--- src/rtl/dc_huff_pkg.sv ---
// Shared types, mode encodings and JPEG baseline DC Huffman tables
// for the DC entropy encoder.
package dc_huff_pkg;

    typedef enum logic [1:0] {
        MODE_IDLE = 2'b00,
        MODE_Y    = 2'b01,
        MODE_CR   = 2'b10,
        MODE_CB   = 2'b11
    } dc_mode_t;

    // Baseline DC categories run 0..11
    localparam int unsigned DC_CATS = 12;

    localparam logic [10:0] LUMA_CODE [DC_CATS] = '{
        11'd0, 11'd2, 11'd3, 11'd4, 11'd5, 11'd6,
        11'd14, 11'd30, 11'd62, 11'd126, 11'd254, 11'd510
    };
    localparam logic [3:0] LUMA_LEN [DC_CATS] = '{
        4'd2, 4'd3, 4'd3, 4'd3, 4'd3, 4'd3,
        4'd4, 4'd5, 4'd6, 4'd7, 4'd8, 4'd9
    };

    localparam logic [10:0] CHROMA_CODE [DC_CATS] = '{
        11'd0, 11'd1, 11'd2, 11'd6, 11'd14, 11'd30,
        11'd62, 11'd126, 11'd254, 11'd510, 11'd1022, 11'd2046
    };
    localparam logic [3:0] CHROMA_LEN [DC_CATS] = '{
        4'd2, 4'd2, 4'd2, 4'd3, 4'd4, 4'd5,
        4'd6, 4'd7, 4'd8, 4'd9, 4'd10, 4'd11
    };

    typedef struct packed {
        logic [21:0] bits;
        logic [4:0]  len;
        logic        last;
    } dc_entry_t;

    // Bit length of a magnitude; 0 for a zero magnitude
    function automatic logic [3:0] dc_category(input logic [15:0] mag);
        logic [3:0] cat;
        cat = '0;
        for (int unsigned i = 0; i < 16; i++) begin
            if (mag[i]) cat = 4'(i + 1);
        end
        return cat;
    endfunction

endpackage

--- src/rtl/dc_huff_fifo.sv ---
// First-word fall-through FIFO of DC code entries with sticky overflow.
// A write into a full FIFO succeeds only when a read happens in the same cycle.
module dc_huff_fifo
    import dc_huff_pkg::*;
#(
    parameter int DEPTH = 4
) (
    input  logic      clk,
    input  logic      rst_n,
    input  logic      wr_en,
    input  dc_entry_t wr_data,
    input  logic      rd_en,
    output dc_entry_t rd_data,
    output logic      full,
    output logic      empty,
    output logic      overflow
);

    localparam int PW = $clog2(DEPTH);
    localparam int CW = $clog2(DEPTH) + 1;

    dc_entry_t         mem [DEPTH];
    logic [PW-1:0]     wr_ptr;
    logic [PW-1:0]     rd_ptr;
    logic [CW-1:0]     count;
    logic              do_wr;
    logic              do_rd;

    assign empty = (count == '0);
    assign full  = (count == CW'(DEPTH));
    assign do_rd = rd_en & ~empty;
    assign do_wr = wr_en & (~full | do_rd);

    // Head entry is presented directly; forced to zero while empty
    assign rd_data = empty ? '0 : mem[rd_ptr];

    // Pointer, occupancy and sticky overflow tracking
    always_ff @(posedge clk or negedge rst_n) begin
        if (!rst_n) begin
            wr_ptr   <= '0;
            rd_ptr   <= '0;
            count    <= '0;
            overflow <= 1'b0;
        end else begin
            if (do_wr) wr_ptr <= wr_ptr + 1'b1;
            if (do_rd) rd_ptr <= rd_ptr + 1'b1;
            case ({do_wr, do_rd})
                2'b10:   count <= count + 1'b1;
                2'b01:   count <= count - 1'b1;
                default: count <= count;
            endcase
            if (wr_en && full && !do_rd) overflow <= 1'b1;
        end
    end

    // Storage array write port
    always_ff @(posedge clk) begin
        if (do_wr) mem[wr_ptr] <= wr_data;
    end

endmodule

--- src/rtl/dc_huff_enc.sv ---
// JPEG baseline DC entropy encoder: S1 capture/saturate, S2 category,
// amplitude and Huffman lookup, then an output FWFT FIFO.
// Optional statistics outputs (blk_cnt, max_cat) under DC_HUFF_STAT_EN.
module dc_huff_enc
    import dc_huff_pkg::*;
#(
    parameter int FIFO_DEPTH = 4,
    parameter int DW         = 12
) (
    input  logic          clk,
    input  logic          rst_n,
    input  logic [1:0]    mode,
    input  logic [DW-1:0] dpcm_out,
    input  logic          dpcm_done,
    input  logic          dpcm_last,
    output logic [21:0]   out_bits,
    output logic [4:0]    out_len,
    output logic          out_last,
    output logic          out_valid,
    input  logic          out_ready,
    output logic          overflow
`ifdef DC_HUFF_STAT_EN
    ,
    output logic [7:0]    blk_cnt,
    output logic [3:0]    max_cat
`endif
);

    localparam logic [DW-1:0] DIFF_MIN = {1'b1, {(DW-1){1'b0}}};
    localparam logic [DW-1:0] DIFF_SAT = {1'b1, {(DW-2){1'b0}}, 1'b1};

    logic          accept;
    logic          s1_valid;
    logic [DW-1:0] s1_diff;
    logic          s1_chroma;
    logic          s1_last;

    logic [15:0]   diff_ext;
    logic [15:0]   mag;
    logic [15:0]   amp_src;
    logic [21:0]   amp_mask;
    logic [3:0]    cat;
    logic [3:0]    cat_idx;
    logic [10:0]   code;
    logic [3:0]    code_len;
    dc_entry_t     s2_entry;

    dc_entry_t     rd_entry;
    logic          fifo_full;
    logic          fifo_empty;

    assign accept = dpcm_done && (mode != MODE_IDLE);

    // S1: capture accepted difference, saturating the most negative value
    always_ff @(posedge clk or negedge rst_n) begin
        if (!rst_n) begin
            s1_valid  <= 1'b0;
            s1_diff   <= '0;
            s1_chroma <= 1'b0;
            s1_last   <= 1'b0;
        end else begin
            s1_valid <= accept;
            if (accept) begin
                s1_diff   <= (dpcm_out == DIFF_MIN) ? DIFF_SAT : dpcm_out;
                s1_chroma <= (mode != MODE_Y);
                s1_last   <= dpcm_last;
            end
        end
    end

    // S2: category, VLI amplitude and table lookup; the FIFO write registers the result
    always_comb begin
        diff_ext = {{(16-DW){s1_diff[DW-1]}}, s1_diff};
        mag      = s1_diff[DW-1] ? (16'd0 - diff_ext) : diff_ext;
        amp_src  = s1_diff[DW-1] ? (diff_ext - 16'd1) : diff_ext;
        cat      = dc_category(mag);
        cat_idx  = (cat > 4'd11) ? 4'd11 : cat;
        amp_mask = (22'd1 << cat) - 22'd1;
        code     = s1_chroma ? CHROMA_CODE[cat_idx] : LUMA_CODE[cat_idx];
        code_len = s1_chroma ? CHROMA_LEN[cat_idx]  : LUMA_LEN[cat_idx];
        s2_entry.bits = ({11'd0, code} << cat) | ({6'd0, amp_src} & amp_mask);
        s2_entry.len  = {1'b0, code_len} + {1'b0, cat};
        s2_entry.last = s1_last;
    end

    dc_huff_fifo #(
        .DEPTH (FIFO_DEPTH)
    ) u_fifo (
        .clk      (clk),
        .rst_n    (rst_n),
        .wr_en    (s1_valid),
        .wr_data  (s2_entry),
        .rd_en    (out_ready),
        .rd_data  (rd_entry),
        .full     (fifo_full),
        .empty    (fifo_empty),
        .overflow (overflow)
    );

    assign out_bits  = rd_entry.bits;
    assign out_len   = rd_entry.len;
    assign out_last  = rd_entry.last;
    assign out_valid = ~fifo_empty;

`ifdef DC_HUFF_STAT_EN
    logic wr_ok;
    logic clr_pend;

    assign wr_ok = s1_valid & (~fifo_full | (out_valid & out_ready));

    // Per-frame statistics; cleared the cycle after a last entry is stored
    always_ff @(posedge clk or negedge rst_n) begin
        if (!rst_n) begin
            blk_cnt  <= '0;
            max_cat  <= '0;
            clr_pend <= 1'b0;
        end else begin
            clr_pend <= wr_ok & s2_entry.last;
            if (clr_pend) begin
                blk_cnt <= wr_ok ? 8'd1 : 8'd0;
                max_cat <= wr_ok ? cat : 4'd0;
            end else if (wr_ok) begin
                blk_cnt <= blk_cnt + 8'd1;
                if (cat > max_cat) max_cat <= cat;
            end
        end
    end
`endif

endmodule
--- config.mk ---
export PLATFORM = sky130hd
export DESIGN_NAME = dc_huff_enc
export DESIGN_NICKNAME = d
export VERILOG_FILES = /design/src/rtl/dc_huff_pkg.sv /design/src/rtl/dc_huff_fifo.sv /design/src/rtl/dc_huff_enc.sv
export SDC_FILE = /design/constraint.sdc
export NUM_CORES = 1
export LEC_CHECK = 0
export BUFFER_PORTS_ARGS = -buffer_cell sky130_fd_sc_hd__buf_2
export CAP_MARGIN = 40
export CORE_ASPECT_RATIO = 0.9
export CORE_MARGIN = 4
export CORE_UTILIZATION = 30
export DETAILED_ROUTE_END_ITERATION = 8
export PLACE_DENSITY = 0.55
export SYNTH_ARGS = -nofsm -noshare
export SYNTH_HDL_FRONTEND = slang
export SYNTH_HIERARCHICAL = 1
export SYNTH_SLANG_ARGS = --single-unit
export TNS_END_PERCENT = 30
--- constraint.sdc ---
create_clock -name clk -period 4.7 [get_ports clk]
set_input_delay 0.94 -clock clk [delete_from_list [all_inputs] [get_ports clk]]
set_output_delay 0.94 -clock clk [all_outputs]
set_load 0.1 [all_outputs]
# --- Word-level counts from Yosys, hierarchy flattened ---
# Memories as Yosys holds them, arrays and structs flattened.
# Index checks and enable logic that the tools add are counted.
totals:
  ff_bits: 23
  latchBits: 0
  mem_bits_rw: 112
  mem_bits_ro: 480
  in_bits: 19
  out_inout_bits: 30
  elab_cells: 79
  memories: 5
classes:
  addsub: 8
  multipliers: 0
  div: 0
  n_lt_le_gt_ge: 2
  n_eq_ne: 5
  shift: 2
  n_mux: 34
  n_bitwise: 8
  reduce_logical: 7
memory_table:
  columns: ["name", "words", "width", "read_ports", "rd_ports_with_merged_regs", "wr", "line_no", "text"]
  rows:
  - ["(no name shown)", 16, 11, 1, 0, 0, "dc_huff_enc.sv:79", "code = s1_chroma ? CHROMA_CODE[cat_idx] : LUMA_CODE[cat_idx];"]
  - ["(no name shown)", 16, 11, 1, 0, 0, "dc_huff_enc.sv:79", null]
  - ["u_fifo.mem", 4, 28, 1, 0, 1, "dc_huff_fifo.sv:22", "dc_entry_t mem [DEPTH];"]
  - ["(no name shown)", 16, 4, 1, 0, 0, "dc_huff_enc.sv:80", "code_len = s1_chroma ? CHROMA_LEN[cat_idx] : LUMA_LEN[cat_idx];"]
  - ["(no name shown)", 16, 4, 1, 0, 0, "dc_huff_enc.sv:80", null]
ops:
  columns: ["cell", "count"]
  rows:
  - ["2-to-1 mux 4 bit", 21]
  - ["2-to-1 mux 11 bit", 5]
  - ["2-to-1 mux 16 bit", 2]
  - ["2-to-1 mux 28 bit", 1]
  - ["bitwise AND 16 x 22 -> 22 bit", 1]
  - ["bitwise OR 22 bit", 1]
  - ["left shift 1 x 4 -> 22 bit (first input constant)", 1]
  - ["left shift 11 x 4 -> 22 bit", 1]
  - ["subtractor 22 x 1 -> 22 bit (second input constant)", 1]
  - ["subtractor 1 x 12 -> 13 bit (first input constant)", 1]
  - ["subtractor 12 x 2 -> 13 bit (second input constant)", 1]
  - ["equality test 12 bit (second input constant)", 1]
  - ["2-to-1 mux 12 bit", 1]
  - ["one-hot mux 3 bit (2 select lines)", 1]
  - ["adder 4 x 4 -> 5 bit", 1]
  - [">= comparator 5 bit (second input constant)", 1]
  - ["NOT 4 -> 5 bit", 1]
  - ["adder 2 x 1 -> 2 bit (second input constant)", 2]
  - ["> comparator 4 bit (second input constant)", 1]
  - ["nonzero test 2 bit", 2]
  - ["adder 3 x 1 -> 3 bit (second input constant)", 1]
  - ["equality test 3 bit (second input constant)", 1]
  - ["logical AND 1 bit", 3]
  - ["zero test 3 bit", 1]
  - ["9 further kinds", 13]

# --- Logic depth before layout (Yosys ltp) ---
# Gate-level depths: netlist of the first run.
depth:
  word_depth: 27
  mapped_depth: 22
  depth_no_buf: 19

# --- Cells and area by module ---
# The synthesis of the first run kept the hierarchy.
modules_own_cells:
  columns: ["mod", "instances", "cells_per_inst", "area_each_um2", "seq_area_each_um2"]
  rows:
  - ["dc_huff_fifo", 1, 231, 4768.3, 3563.4]
  - ["dc_huff_enc", 1, 361, 2740.1, 375.4]

# --- Worst setup path after synthesis of the first run ---
# Ideal clock, no wire load.
synth_timing:
  path_type: "flip-flop to flip-flop"
  startpoint: "reg s1_diff[0]"
  endpoint: "mem u_fifo/mem[0][12] in the netlist's numbering, data pin"
  setup_ns: 0.281
  arrival_ns: 3.902
  required_time_ns: 4.419
  path_slack_ns: 0.517
  path_stages_with_launch: 20
  path_buffers: 2
  period_less_slack_ns: 4.183
  path_cell_list: "dfrtp_1 -> buf_6 -> inv_1 -> ha_1 -> buf_2 -> or3b_1 -> o41ai_4 -> xnor2_1 -> a311oi_2 -> nand2_1 -> nor2_2 -> inv_2 -> ha_1 -> mux2_2 -> nand3_1 -> a2bb2o_1 -> mux2i_1 -> nor2_1 -> nor3_1 -> o32ai_1"
synth_rtl:
  columns: ["element", "line_no", "text"]
  rows:
  - ["start, declared", "dc_huff_enc.sv:34", "logic [DW-1:0] s1_diff;"]
  - ["start signal, assigned", "dc_huff_enc.sv:64", "s1_diff <= (dpcm_out == DIFF_MIN) ? DIFF_SAT : dpcm_out;"]
  - ["end, declared", "dc_huff_fifo.sv:22", null]

==> summary.txt, run 1 <==
Outcome
  – Status: finished, final reports clean

Finish
  – Footprint of the multi-input gates: between 3000 and 4000 sq um
  – FF+latch area: slightly below 4000 sq um
  – Final core utilization: between 30% and 40%
  – Final Cell Area: just over 9000 sq um
  – Filler cell count: between 2000 and 2500
  – Layout net count: approximately 720
  – Area growth from synthesis to layout: 20.8%
  – Ratio of cells with drive above 1 in the final layout: a little under a third
  – N_diodes: 0

Global route
  – Largest net degree at the start of global routing: 32
  – Total congestion overflow: 0
  – GRT Total Usage: about 15%
  – Initial antenna violation count: 0
  – Vias in the first global route: about 5400
  – First-pass GRT wire length: between 30000 and 40000 um

Clocking
  – H-tree depth: 4
  – CTS buffer count: 17
  – Worst-Skew Late Latency: ~0.42 ns
  – Max clock buf depth: 2
  – Sink Count: 135
  – Clk root buf: clkbuf_16
  – CTS tree: built
  – # hold bufs at CTS: 0
  – Worst-path clk slew: around 0.06 ns

Synthesis
  – Mapped Nets: 628
  – Post-synthesis cell area: between 7000 and 8000 sq um
  – Syn Area/Cell: 12.7 sq um
  – Synth warn: 6
  – Cells after Synth: 591

Floorplan
  – DIE WIDTH: 175 um
  – Die height: 158 um
  – Die area: roughly 28000 sq um
  – Starting density of the core: between 30% and 40%
  – Core area: about 24000 sq um
  – # rows: 54
  – Num ports: approximately 50

Drt
  – Initial DRC Count: between 400 and 500
  – DR DRC count: 0
  – Final ANT Viol Nets: 0
  – Pre-antenna DRT Iters: 5
  – Avg WL per Cell: ~19 um
  – Detailed Route WL: approximately 20000 um
  – DR vias: about 5300
  – Drt via density: 5.13

Timing
  – Crit share post-route: approximately 96%
  – Slew at the pin with the worst max-slew slack: between 0.8 and 0.9 ns
  – Final Skew: between 0.006 and 0.007 ns
  – Setup violations, final: 0
  – Peak Freq: 222 MHz
  – Relative slew slack: 44.6%
  – Min Tclk post-route: around 4.5 ns
  – Setup TNS: 0 ns
  – Max Slew Vio Count: 0
  – Final Hold Fails: 0
  – Hold slack: 0.503 ns
  – RSZ-0062 raised after global routing: no

Power and ir drop
  – Clock power share: about a fifth
  – Cell Int Power: approximately 3.4 mW
  – Leak pwr: 3.23 nW
  – Sw Share: about half
  – Pwr dens: ~720 nW/um^2
  – Reg power frac: roughly 28%
  – Peak supply drop: 214 uV
  – Combinational share of power: between 50% and 60%
  – Psw: about 3.2 mW

Setup path
  – Critical Path End Type: flop
  – Critical Path Fanout Max: 8
  – Worst Setup Path Type: reg -> reg
  – WP data arrival: around 4.7 ns
  – Worst setup SP type: flop
  – Required time of the worst setup path: ~5 ns

Worst hold path
  – HP Class: reg -> reg

Placement
  – Detailed Place HPWL: between 10000 and 15000 um
  – Placed Area: between 8000 and 9000 sq um
  – GP Congestion: roughly 0.9
  – PortBufs: 48

Job
  – Number of max-cap violations: 0
## flip-flops by register name, indices dropped and copies added, names as in the netlist
name and count:
u_fifo/mem 112, s1_diff 12, u_fifo/count 3, u_fifo/rd_ptr 2, u_fifo/wr_ptr 2, s1_chroma 1
s1_last 1, s1_valid 1, u_fifo/overflow 1
## cell usage in the layout (no fill, tap or decap), drive strengths merged, types with 5 or more instances in the layout
master / n
and2: 39
dfrtp: 23
a211oi: 12
nand2b: 5
or3: 6
xnor2: 15
o211ai: 11
a21oi: 17
mux4: 28
nor4: 5
nand2: 40
nand3: 11
clkinv: 6
buf: 105
ha: 16
edfxtp: 112
a31oi: 6
xor2: 13
o21ai: 30
nor3: 14
clkbuf: 18
nor2: 30
mux2: 16
o31ai: 5
inv: 27
## stage by stage
step	power (mW)	setup slack [ns]	instances
floorplan	4.49	0.517	591
global placement	5.18	0.217	989
detailed placement	5.26	0.0691	993
CTS	6.58	0.0455	1024
global route	6.85	0.00269	1027
finish	6.53	0.186	1027
## timing repair
item / in CTS / in global routing
setup buffers: 0 / 3
endpoints found under the setup margin: 0 / 75
endpoints found under the hold margin: 0 / 0
resized for setup: 0 / 7
## power groups by stage
stage | sequential (mW) | combinational [mW] | clock (mW)
global placement | 1.86 | 3.31 | 0
CTS | 1.85 | 3.39 | 1.34
finish | 1.84 | 3.38 | 1.31
detailed placement | 1.88 | 3.39 | 0
floorplan | 1.75 | 2.73 | 0
global route | 1.88 | 3.57 | 1.40
## layer usage
metal / wire length [um] / vias up / share of wire (%) / global-route usage, %
met3: 857 / 29 / 4.3 / 3.92
met4: 520 / 0 / 2.6 / 5.35
met2: 9130 / 130 / 46 / 23.6
li1: - / 2448 / - / -
met1: 9330 / 2660 / 47 / 19.7
met5: 0 / - / 0 / 0
## worst paths after layout
path / start / end / slack, ns / cells after the start
hold reg to reg: u_fifo/overflow / u_fifo/overflow / 0.50 / 1
min in group asynchronous: rst_n / u_fifo/overflow / 0.51 / 1
max in group asynchronous: rst_n / s1_diff[1] / 3.76 / 1
setup reg to reg: s1_diff[1] / u_fifo/mem[1][15] / 0.19 / 14
setup / recovery: s1_diff[1] / u_fifo/mem[1][15] / 0.19 / 14
hold / removal: u_fifo/overflow / u_fifo/overflow / 0.50 / 1
## cell type report
| cell class | instances | share of cell area [%] |
|---|---|---|
| flip-flops and latches | 135 | 43.5 |
| multi-input cells | 396 | 36.6 |
| clock buffers | 18 | 4.73 |
| well taps | 336 | 4.64 |
| inverters | 24 | 0.993 |
| repair buffers | 105 | 7.92 |
| clock inverters | 13 | 1.63 |
## critical path, cell delays in order (launching register included)
cell      delay [ns]
dfrtp_2         0.45
or4_1           0.68
o31ai_4         0.27
xnor2_1         0.27
a311o_1         0.39
and2_1          0.18
nand2_1         0.14
inv_1           0.13
ha_1            0.29
buf_4           0.16
o221a_1         0.26
mux2_4          0.31
nand2_2         0.10
nand4_1         0.16
a211oi_2        0.48
Power figures use the tool's default switching activity.
==> run 2, diff against run 1 <==
--- a/config.mk
+++ b/config.mk
@@ -7,11 +7,10 @@
 export LEC_CHECK = 0
 export BUFFER_PORTS_ARGS = -buffer_cell sky130_fd_sc_hd__buf_2
 export CAP_MARGIN = 40
-export CORE_ASPECT_RATIO = 0.9
 export CORE_MARGIN = 4
-export CORE_UTILIZATION = 30
+export CORE_UTILIZATION = 61
 export DETAILED_ROUTE_END_ITERATION = 8
-export PLACE_DENSITY = 0.55
+export PLACE_DENSITY = 0.9
 export SYNTH_ARGS = -nofsm -noshare
 export SYNTH_HDL_FRONTEND = slang
 export SYNTH_HIERARCHICAL = 1
==> summary.txt, run 2 (synthesized netlist as in run 1, its figures left out) <==
Finish
  – Layout net count: a little over 700
  – Most frequent cells in the layout: edfxtp_1 (112), buf_2 (48), buf_4 (46), nand2_1 (39), and2_1 (35)
  – Biggest register: u_fifo/mem
  – Final Cell Area: 8700 sq um
  – N_diodes: 0
  – Ratio of cells with drive above 1 in the final layout: 29.6%
  – Max reg flops: about 110
  – Area growth from synthesis to layout: 16.0%
  – Most common cell after layout, fill and taps aside: edfxtp_1
  – Top Registers: u_fifo/mem: 112 flops, s1_diff: 12 flops, u_fifo/count: 3 flops

Clocking
  – Clk root buf: clkbuf_16
  – CTS tree: built
  – H-tree depth: 4
  – Setup Buffers After CTS: 0
  – Sink Count: around 140
  – Post_cts resized: 0
  – CTS buffer count: 17
  – Max clock buf depth: 2
  – # hold bufs at CTS: 0
  – Worst-Skew Late Latency: between 0.4 and 0.5 ns
  – Worst-path clk slew: around 0.06 ns

Job
  – Number of max-cap violations: 0

Drt
  – Avg WL per Cell: 22.4 um
  – Initial DRC Count: just over 400
  – Final ANT Viol Nets: 0
  – DR vias: between 5000 and 6000
  – DR DRC count: 0
  – Pre-antenna DRT Iters: 5
  – Detailed Route WL: 18600 um
  – Drt via density: between 6 and 7

Timing
  – Slew at the pin with the worst max-slew slack: about 0.85 ns
  – Peak Freq: 230 MHz
  – RSZ-0062 raised after global routing: no
  – Relative slew slack: between 40 and 50%
  – Max Slew Vio Count: 0
  – Final Skew: approximately 0.0056 ns
  – Hold slack: around 0.48 ns
  – Setup violations, final: 0
  – Min Tclk post-route: between 4 and 5 ns
  – Crit share post-route: roughly 93%
  – Setup TNS: 0 ns
  – Final Hold Fails: 0

Setup path
  – CP endpoint: u_fifo/mem[2][12]
  – FF-to-FF setup slack: 0.35 ns
  – Critical Path Fanout Max: 6
  – R2R cell count: 17
  – Worst Setup Path Type: reg -> reg
  – Setup crit start: s1_diff[1]
  – FF-to-FF Start: s1_diff[1]
  – WP data arrival: between 4 and 5 ns
  – CP cell instances: inv_1 -> ha_1 -> or3b_1 -> o41ai_4 -> xnor2_1 -> a311oi_2 -> nand2_1 -> nor2_2 -> inv_2 -> ha_1 -> mux2_2 -> nand3_1 -> a2bb2o_1 -> mux2i_1 -> nor2_1 -> nor3_1 -> o32ai_1
  – Crit-path slowest cell: or3b_1
  – Reg2reg end: u_fifo/mem[2][12]
  – Crit path top cell by count: ha_1
  – Required time of the worst setup path: ~4.8 ns
  – Worst setup SP type: flop
  – CP peak stage delay: approximately 0.48 ns
  – Critical Path End Type: flop

Global route
  – Largest net degree at the start of global routing: 32
  – Initial antenna violation count: 0
  – Total congestion overflow: 0
  – GRT Total Usage: between 20 and 30%
  – First-pass GRT wire length: 30100 um
  – Vias in the first global route: about 5500

Power and ir drop
  – Leak pwr: 3.17 nW
  – Total power: between 6 and 7 mW
  – Pwr dens: around 740 nW/um^2
  – Peak supply drop: 367 uV

Floorplan
  – Die height: roughly 120 um
  – Starting density of the core: 62.5%
  – DIE WIDTH: 119 um
  – # rows: 40
  – Die area: 14100 sq um
  – Num ports: ~50
  – Core area: between 10000 and 15000 sq um

Placement
  – Detailed Place HPWL: 13200 um
  – Placed Area: a little over 8000 sq um
  – GP Congestion: between 1 and 1.5
  – PortBufs: 48

Worst hold path
  – HP Start: u_fifo/overflow
  – HP Class: reg -> reg

Outcome
  – Status: finished, final reports clean
run 2: stage by stage:
stage,setup WS (ns),util [%],instances
floorplan,0.517,-,591
global placement,0.526,67.3,795
detailed placement,0.438,67.6,797
CTS,0.386,72.4,829
global route,0.129,72.4,829
finish,0.351,72.4,829
run 2: final cells by class:
type                    count  area, sq um
flip-flops and latches    135         3940
fillers                   810         3310
multi-input cells         396         3300
repair buffers             95          606
clock buffers              18          429
well taps                 147          184
clock inverters            14          156
inverters                  24         90.1
run 2: per-layer routing:
layer	vias to the layer above	track usage [%]	part of all wire [%]
li1	2424	-	-
met1	2618	34.9	41
met2	237	47.7	51
met3	41	5.22	5.7
met4	0	10.5	2.7
met5	-	0	0
run 2: worst min-delay path by stage:
stage                  endpoint  cells past startpoint
2_1_floorplan  u_fifo/mem[0][0]                      0
3_3_place_gp   u_fifo/rd_ptr[1]                      1
3_5_place_dp    u_fifo/overflow                      1
4_1_cts         u_fifo/overflow                      1
5_1_grt         u_fifo/overflow                      1
6_report        u_fifo/overflow                      1
run 2: where the power goes:
group	switching (mW)	internal [mW]
clock network	0.476	0.826
registers	0.140	1.65
logic	2.50	0.895
total	3.12	3.37
run 2: critical path, delay by kind of cell (launching register included):
kind                     cells  cell delay (ns)
AND/OR/NAND/NOR              6             1.22
AO/OA/AOI/OAI                4             1.14
multiplexers                 2             0.48
adder cells (fa/ha/maj)      2             0.43
flip-flops                   1             0.37
XOR/XNOR                     1             0.21
buffers and inverters        2             0.19
==> run 3, diff against run 2 <==
==> constraint.sdc (replaced) <==
create_clock -name clk -period 4.15 [get_ports clk]
set_input_delay 0.83 -clock clk [delete_from_list [all_inputs] [get_ports clk]]
set_output_delay 0.83 -clock clk [all_outputs]
set_load 0.1 [all_outputs]
==> summary.txt, run 3 (synthesized netlist as in run 1, its figures left out) <==
Drt
  – Pre-antenna DRT Iters: 5
  – DR DRC count: 0
  – Initial DRC Count: 354
  – Final ANT Viol Nets: 0
  – Drt via density: 6.41
  – DR vias: 5348
  – Avg WL per Cell: 21.6 um
  – Detailed Route WL: 18000 um

Clocking
  – Max clock buf depth: 2
  – Sink Count: between 100 and 150
  – H-tree depth: 4
  – Clk root buf: clkbuf_16
  – CTS tree: built
  – Worst-Skew Late Latency: approximately 0.42 ns
  – CTS buffer count: 17
  – Worst-path clk slew: about 0.06 ns

Setup path
  – WP data arrival: between 4 and 5 ns
  – R2R cell count: 17
  – Critical Path End Type: flop
  – Worst Setup Path Type: reg -> reg
  – Worst setup SP type: flop
  – CP cell instances: inv_2 -> ha_4 -> or3b_4 -> o41ai_4 -> xnor2_2 -> a311oi_2 -> nand2_1 -> nor2_4 -> inv_4 -> ha_1 -> mux2_2 -> nand3_1 -> a2bb2o_2 -> mux2i_2 -> o221ai_2 -> nand2_1 -> o21ai_1
  – Crit-path slowest cell: dfrtp_2
  – Critical Path Fanout Max: 5
  – Crit path depth: 17
  – CP peak stage delay: between 0.4 and 0.5 ns
  – Required time of the worst setup path: approximately 4.3 ns
  – Crit path buf inv count: 2
  – Crit path top cell by count: nand2_1
  – Largest delay contributor family on the critical path: compound AO/OA/AOI/OAI gates

Timing
  – Crit share post-route: between 90% and 100%
  – RSZ-0062 raised after global routing: yes
  – Relative slew slack: between 40 and 50%
  – Min Tclk post-route: around 4 ns
  – Final Skew: between 0.005 and 0.006 ns
  – Slew at the pin with the worst max-slew slack: slightly above 0.8 ns
  – Hold slack: about 0.38 ns
  – Setup TNS: 0 ns
  – Smallest setup slack after layout: 0.140 ns
  – Final Hold Fails: 0
  – Max Slew Vio Count: 0
  – Setup violations, final: 0
  – Peak Freq: 249 MHz

Finish
  – Ratio of cells with drive above 1 in the final layout: 34.5%
  – N_diodes: 0
  – Biggest register: u_fifo/mem
  – Final Cell Area: between 8000 and 9000 sq um
  – Top Registers: u_fifo/mem: 112 flops, s1_diff: 12 flops, u_fifo/count: 3 flops
  – Area growth from synthesis to layout: 18.4%
  – Layout net count: slightly above 700
  – Final core utilization: between 70% and 80%
  – Max reg flops: between 100 and 150
  – Most frequent cells in the layout: edfxtp_1 (112), buf_4 (52), buf_2 (48), nand2_1 (38), and2_1 (35)
  – Most common cell after layout, fill and taps aside: edfxtp_1

Placement
  – Detailed Place HPWL: between 10000 and 15000 um
  – GP Congestion: 1.03
  – Pre-CTS setup slack: -0.0246 ns
  – PortBufs: 48
  – Placed Area: 8100 sq um

Floorplan
  – Core area: around 12000 sq um
  – Die height: approximately 120 um
  – Die area: 14100 sq um
  – Num ports: between 40 and 50
  – DIE WIDTH: approximately 120 um
  – # rows: 40
  – Starting density of the core: 62.5%

Power and ir drop
  – Reg power frac: around 27%
  – Pwr dens: approximately 830 nW/um^2
  – Leak pwr: between 3 and 4 nW
  – Sw Share: 47.9%
  – Psw: 3.54 mW
  – Combinational share of power: ~53%
  – Clock power share: around 20%
  – Cell Int Power: a little under 4 mW
  – Peak supply drop: ~460 uV

Global route
  – GRT Total Usage: a little over a quarter
  – Initial antenna violation count: 0
  – Total congestion overflow: 0
  – Largest net degree at the start of global routing: 32
  – First-pass GRT wire length: a little under 30000 um
  – Vias in the first global route: approximately 5500

Worst hold path
  – HP Class: in -> async

Job
  – Number of max-cap violations: 0

Outcome
  – Status: finished, final reports clean
-- run 3: changes by cell type in the layout (fill, tap and decap cells not counted), sizes merged --
cell      before  now
buf           95  100
clkbuf        18   20
clkinv         7    5
clkinvlp       3    4
inv           25   24
-- run 3: power groups by stage --
stage               Sequential [mW]  Combinational [mW]  Clock, mW
floorplan                      1.98                3.10          0
finish                         2.00                3.90       1.49
CTS                            2.00                3.86       1.51
global placement               1.99                3.74          0
global route                   2.03                4.12       1.58
detailed placement             2.02                3.84          0
-- run 3: final timing paths --
kind                            startpoint               end  slack [ns]
min in group clk           u_fifo/overflow   u_fifo/overflow        0.47
min                                  rst_n   u_fifo/count[2]        0.38
max                             s1_diff[0]  u_fifo/mem[2][9]        0.14
min reg2reg                u_fifo/overflow   u_fifo/overflow        0.47
max in group asynchronous            rst_n        s1_diff[0]        3.39
max reg2reg                     s1_diff[0]  u_fifo/mem[2][9]        0.14
-- run 3: through the flow --
stage          instances  total power, mW
3_5_place_dp         796             5.86
2_1_floorplan        591             5.08
6_report             834             7.39
5_1_grt              834             7.73
4_1_cts              828             7.37
3_3_place_gp         796             5.73
-- run 3: repair_timing --
item	in CTS	in global routing
setup endpoints to repair	12	88
hold buffers	0	0
pin swaps	0	6
resized for setup	5	32
buffers inserted	0	6
gates cloned	0	0
-- run 3: cell type report --
cell class	count	area, sq um
Clock buffer	20	437
Multi-Input combinational cell	396	3440
Timing Repair Buffer	100	631
Sequential cell	135	3940
Tap cell	147	184
Clock inverter	12	153
Inverter	24	92.6
Fill cell	779	3130
-- run 3: per-layer routing --
metal / up-vias / part of all wire, % / global-route usage [%] / routed length (um)
li1: 2436 / - / - / -
met1: 2609 / 38 / 32.8 / 6910
met2: 242 / 51 / 44.5 / 9120
met3: 61 / 7.2 / 7.08 / 1300
met4: 0 / 3.9 / 12.7 / 703
met5: - / 0 / 0 / 0
-- run 3: worst reg2reg max path: cells and delay by family, from the launching register on --
kind / cells / cell delay [ns]
xor+xnor: 1 / 0.15
fa+ha+maj: 2 / 0.33
buf+inv: 2 / 0.15
flops: 1 / 0.45
compound gates: 5 / 1.23
simple gates: 5 / 0.93
mux: 2 / 0.50
